`src/rtl/uart_rx.sv`:
```
// uart_rx: oversampling UART receiver, LSB-first frames, valid/ready holding register.
// A 2-flop synchronizer feeds all decisions. The receiver reports framing and overrun errors.
// Optional macro UART_RX_PARITY_EN adds a parity bit after the data bits. It also enables
// parity_err. When the macro is undefined, frames are 10 bits and parity_err is tied low.
module uart_rx #(
  parameter int unsigned CLKS_PER_BIT = 868,
  parameter int unsigned DATA_BITS    = 8,
  parameter int unsigned PARITY_ODD   = 0
) (
  input  logic                 clk,
  input  logic                 reset,
  input  logic                 rx,
  output logic [DATA_BITS-1:0] rx_data,
  output logic                 rx_valid,
  input  logic                 rx_ready,
  output logic                 frame_err,
  output logic                 overrun,
  output logic                 parity_err
);

  localparam int unsigned CW = $clog2(CLKS_PER_BIT);
  localparam int unsigned IW = $clog2(DATA_BITS + 1);
  localparam logic [CW-1:0] HALF_M1  = CW'(CLKS_PER_BIT / 2 - 1);
  localparam logic [CW-1:0] FULL_M1  = CW'(CLKS_PER_BIT - 1);
  localparam logic [IW-1:0] LAST_BIT = IW'(DATA_BITS - 1);

  if (CLKS_PER_BIT < 4 || PARITY_ODD > 1) begin : g_bad_param
    $error("uart_rx: CLKS_PER_BIT must be >= 4 and PARITY_ODD must be 0 or 1");
  end

  typedef enum logic [2:0] {
    S_WAIT_IDLE,
    S_IDLE,
    S_START,
    S_DATA,
`ifdef UART_RX_PARITY_EN
    S_PARITY,
`endif
    S_STOP
  } state_t;

  state_t               state;
  logic [1:0]           sync;
  logic                 rx_s;
  logic [CW-1:0]        cnt;
  logic [IW-1:0]        bit_idx;
  logic [DATA_BITS-1:0] shreg;
  logic                 pend;
`ifdef UART_RX_PARITY_EN
  logic                 par_bit;
`endif

  assign rx_s = sync[1];

  // Two-flop synchronizer for the asynchronous serial input; resets to the idle level.
  always_ff @(posedge clk or posedge reset) begin
    if (reset) sync <= 2'b11;
    else       sync <= {sync[0], rx};
  end

  // Frame FSM, delivery into the holding register and one-cycle error pulses.
  // A good stop bit only raises pend. The load or overrun decision happens on the next
  // edge, so that it sees the consumer handshake of that cycle.
  always_ff @(posedge clk or posedge reset) begin
    if (reset) begin
      state     <= S_WAIT_IDLE;
      cnt       <= '0;
      bit_idx   <= '0;
      shreg     <= '0;
      pend      <= 1'b0;
      rx_data   <= '0;
      rx_valid  <= 1'b0;
      frame_err <= 1'b0;
      overrun   <= 1'b0;
`ifdef UART_RX_PARITY_EN
      par_bit    <= 1'b0;
      parity_err <= 1'b0;
`endif
    end else begin
      frame_err <= 1'b0;
      overrun   <= 1'b0;
`ifdef UART_RX_PARITY_EN
      parity_err <= 1'b0;
`endif
      if (pend) begin
        pend <= 1'b0;
        if (!rx_valid || rx_ready) begin
          rx_data  <= shreg;
          rx_valid <= 1'b1;
        end else begin
          overrun <= 1'b1;
        end
      end else if (rx_valid && rx_ready) begin
        rx_valid <= 1'b0;
      end

      case (state)
        S_WAIT_IDLE: if (rx_s) begin
          state <= S_IDLE;
          cnt   <= '0;
        end
        S_IDLE: if (!rx_s) begin
          state <= S_START;
          cnt   <= '0;
        end
        S_START: if (cnt == HALF_M1) begin
          cnt     <= '0;
          bit_idx <= '0;
          state   <= rx_s ? S_IDLE : S_DATA;
        end else begin
          cnt <= cnt + CW'(1);
        end
        S_DATA: if (cnt == FULL_M1) begin
          cnt     <= '0;
          shreg   <= {rx_s, shreg[DATA_BITS-1:1]};
          bit_idx <= bit_idx + IW'(1);
          if (bit_idx == LAST_BIT) begin
`ifdef UART_RX_PARITY_EN
            state <= S_PARITY;
`else
            state <= S_STOP;
`endif
          end
        end else begin
          cnt <= cnt + CW'(1);
        end
`ifdef UART_RX_PARITY_EN
        S_PARITY: if (cnt == FULL_M1) begin
          cnt     <= '0;
          par_bit <= rx_s;
          state   <= S_STOP;
        end else begin
          cnt <= cnt + CW'(1);
        end
`endif
        S_STOP: if (cnt == FULL_M1) begin
          cnt <= '0;
          if (!rx_s) begin
            frame_err <= 1'b1;
            state     <= S_WAIT_IDLE;
`ifdef UART_RX_PARITY_EN
          end else if ((^{shreg, par_bit}) != 1'(PARITY_ODD)) begin
            parity_err <= 1'b1;
            state      <= S_IDLE;
`endif
          end else begin
            pend  <= 1'b1;
            state <= S_IDLE;
          end
        end else begin
          cnt <= cnt + CW'(1);
        end
        default: begin
          state <= S_WAIT_IDLE;
          cnt   <= '0;
        end
      endcase
    end
  end

`ifndef UART_RX_PARITY_EN
  assign parity_err = 1'b0;
`endif

endmodule

```
`config.mk`:
```
export PLATFORM = sky130hd
export DESIGN_NAME = uart_rx
export DESIGN_NICKNAME = d
export VERILOG_FILES = /design/src/rtl/uart_rx.sv
export SDC_FILE = /design/constraint.sdc
export NUM_CORES = 1
export LEC_CHECK = 0
export CORE_ASPECT_RATIO = 1.5
export CORE_MARGIN = 5
export CORE_UTILIZATION = 60
export CTS_CLUSTER_DIAMETER = 120
export DETAILED_ROUTE_END_ITERATION = 10
export GPL_TIMING_DRIVEN = 1
export PLACE_DENSITY = 0.82
export SKIP_LAST_GASP = 1
export SYNTH_ARGS = -nofsm -noshare
export SYNTH_HDL_FRONTEND = slang
export SYNTH_SLANG_ARGS = --single-unit
```
`constraint.sdc`:
```
create_clock -name clk -period 4.15 [get_ports clk]
set_input_delay 0.83 -clock clk [delete_from_list [all_inputs] [get_ports clk]]
set_output_delay 0.83 -clock clk [all_outputs]
set_load 0.05 [all_outputs]
```
==> summary.txt <==
Die
  – Core ar.: 2940 µm²
  – Num ports: 16
  – Std-Cell Rows: 24
  – Die height: 78.3 µm
  – Initial Utilization: 63.4%
  – Die area: 4340 µm²
  – DIE WIDTH: 55.5 µm

Clock tree
  – Worst skew pair latency: 290 ps
  – Hold Buf Count CTS: 0
  – CTS tree: done
  – CTS Buf Count: 5
  – CTS clock-pin slew for the worst setup and hold paths: 70 ps
  – Clock Tree Buf Depth: 2
  – CTS resizes: 0
  – CTS root buffer: clkbuf_8
  – Post-CTS Setup Bufs: 0
  – Clk sinks: 39
  – H-tree depth: 2

Cells and area
  – Synthesis-to-layout area growth: 13.8%
  – Ant. Diodes: 0
  – Layout cells sized above 1: 21.8%
  – Design Area, Final: 2120 µm²
  – Fin cells: 213
  – Nets: 180

Logic synthesis
  – Syn avg cell area: 12.0 µm²
  – FFs w/ async S/R, synth: 100%
  – Post-synthesis cell type count: 48
  – Synth warnings: 0
  – Synth Flop Type: dfrtp_1
  – Netlist Area Pre-Place: 1860 µm²
  – Gate Count Post-Synth: 155
  – Sequential cell area fraction in the yosys report: 52.5%
  – FF+latch count, synth: 39
  – Post-synth EDFFs: 0
  – Mapped Nets: 162

Placed design
  – Placed cell area: 2040 µm²
  – Dpl hpwl: 2720 µm
  – Dpl cells: 205
  – GP Congestion: 0.827
  – # port buffers: 14

Detailed routing
  – Number of iterations in the first detailed-routing pass: 4
  – Drt total wl: 3700 µm
  – Vias post-DR: 1280
  – DRC: 0
  – Initial DRC count: 23
  – WL/cell: 17.4 µm
  – Vias per cell: 6.01
  – ANT nets after route: 0

Power
  – Leakage: 0.950 nW
  – Peak supply drop: 390 µV
  – Power per cell area: 454 nW/µm²

Timing
  – Setup_tns: 0 ps
  – Final min period: 2380 ps
  – RSZ-0062 raised after global routing: no
  – Fin. Hold Viols: 0
  – Final Hold Slack: 361 ps
  – Final setup viols: 0
  – Fmax: 421 MHz
  – Part of the cycle the worst path needs: 57.3%
  – Final count of pins violating max slew: 0
  – Slew at the pin with the worst max-slew slack: 654 ps
  – Slew margin rel.: 56.1%
  – Clock Skews: 6.48 ps

Worst setup path
  – Crit end category: register
  – Worst setup path start: cnt[1]
  – R2r startpoint: cnt[1]
  – WS Path Type: reg2reg
  – Crit path to: bit_idx[1]
  – Worst EP required: 4330 ps
  – R2r setup slk: 1770 ps
  – Reg-to-Reg End: bit_idx[1]
  – Crit-path max FO: 6
  – Crit path arrival time: 2550 ps
  – Worst r2r path cells: 6
  – Startpoint Class: register

Run
  – Max_cap viols: 0

GRT
  – Vias in the first global route: 1401
  – Grt ovf: 0
  – Global-route wire length before repair: 6440 µm
  – Total GRT Usage: 19.0%
  – Largest net degree at the start of global routing: 25
  – Initial antenna violation count: 0

Worst hold path
  – Worst hold path type: reg2reg
  – Hold-critical path depth: 0

Run status
  – Status: finished clean
-- final cells by class --
class,instances,area [µm²]
clock buffers,7,76.3
clock inverters,1,5.00
fillers,246,822
inverters,7,26.3
multi-input cells,104,831
flip-flops and latches,39,978
well taps,39,48.8
repair buffers,16,155
-- worst min path at each step --
stage / startpoint / to / slack, ps
final: sync[0] / sync[1] / 360
after detailed placement: sync[0] / sync[1] / 350
after floorplan: sync[0] / sync[1] / 350
after CTS: sync[0] / sync[1] / 360
after global placement: sync[0] / sync[1] / 350
after global routing: sync[0] / sync[1] / 370
-- layer usage --
layer / share of wire (%) / track usage (%)
met1: 36 / 18.5
met2: 57 / 36.0
met3: 3.7 / 3.94
met4: 3.1 / 11.2
met5: 0 / 0
-- kinds of logic (layout without fill, tap and decap cells) --
family,after synthesis,after routing,synth area share (%)
xor gates and xnor gates,10,10,4.70
buffers and inverters,12,31,2.95
AOI/OAI and AO/OA,25,25,10.3
and+or+nand+nor,45,45,15.3
other,1,1,0.201
adders and majority gates,3,3,2.01
DFF,39,39,52.5
muxes,20,20,12.0
-- cell usage after synthesis, drive strengths merged, types with 3 or more instances --
| master | number | area [µm²] |
|---|---|---|
| o2111ai | 3 | 26.3 |
| xor2 | 5 | 43.8 |
| buf | 4 | 25.0 |
| xnor2 | 5 | 43.8 |
| inv | 7 | 26.3 |
| dfrtp | 37 | 926 |
| mux2 | 19 | 214 |
| ha | 3 | 37.5 |
| nand2 | 5 | 18.8 |
| nor2 | 16 | 60.1 |
| a211oi | 3 | 22.5 |
| nor3 | 3 | 15.0 |
-- power breakdown --
part	internal (mW)	switching [mW]	leakage (nW)
Combinational	0.0945	0.125	0.391
Sequential	0.422	0.0741	0.517
Clock	0.118	0.129	0.0422
-- metrics by stage --
| step | utilization, % | worst slack (ps) | power, mW |
|---|---|---|---|
| 5_1_grt | 72.1 | 1630 | 1.02 |
| 4_1_cts | 72.1 | 1770 | 0.961 |
| 3_3_place_gp | 69.3 | 1900 | 0.702 |
| 6_report | 72.1 | 1770 | 0.963 |
| 3_5_place_dp | 69.3 | 1800 | 0.717 |
| 2_1_floorplan | - | 2180 | 0.662 |
-- critical path, cell delays in order (launching register included) --
cell and delay [ps]:
dfrtp_1 430, inv_1 100, ha_1 170, nor4bb_1 470
nand4_1 170, a211oi_1 510, mux2_2 400
-- registers in the layout, indices dropped and copies added (netlist names) --
name and flops:
cnt 10, state 3, frame_err 1, bit_idx 4, pend 1, overrun 1, rx_data 8, shreg 8
rx_valid 1, sync 2
-- layout by cell type, fill, tap and decap left out, drive strengths merged, types with 2 or more instances in the layout --
master         count
ha                 3
nand2              5
nor3               3
a21oi              2
nor2              16
or3                2
mux2              19
and3               2
nor4               2
inv                7
o2111ai            3
dfrtp             37
xnor2              5
clkdlybuf4s50     14
nand4              2
a31oi              2
a211oi             3
dfstp              2
xor2               5
nand3b             2
clkbuf             7
o21ai              2
nand3              2
buf                2
or3b               2
nand2b             2
a2111oi            2
No activity file was read; power rests on OpenSTA's default activity.
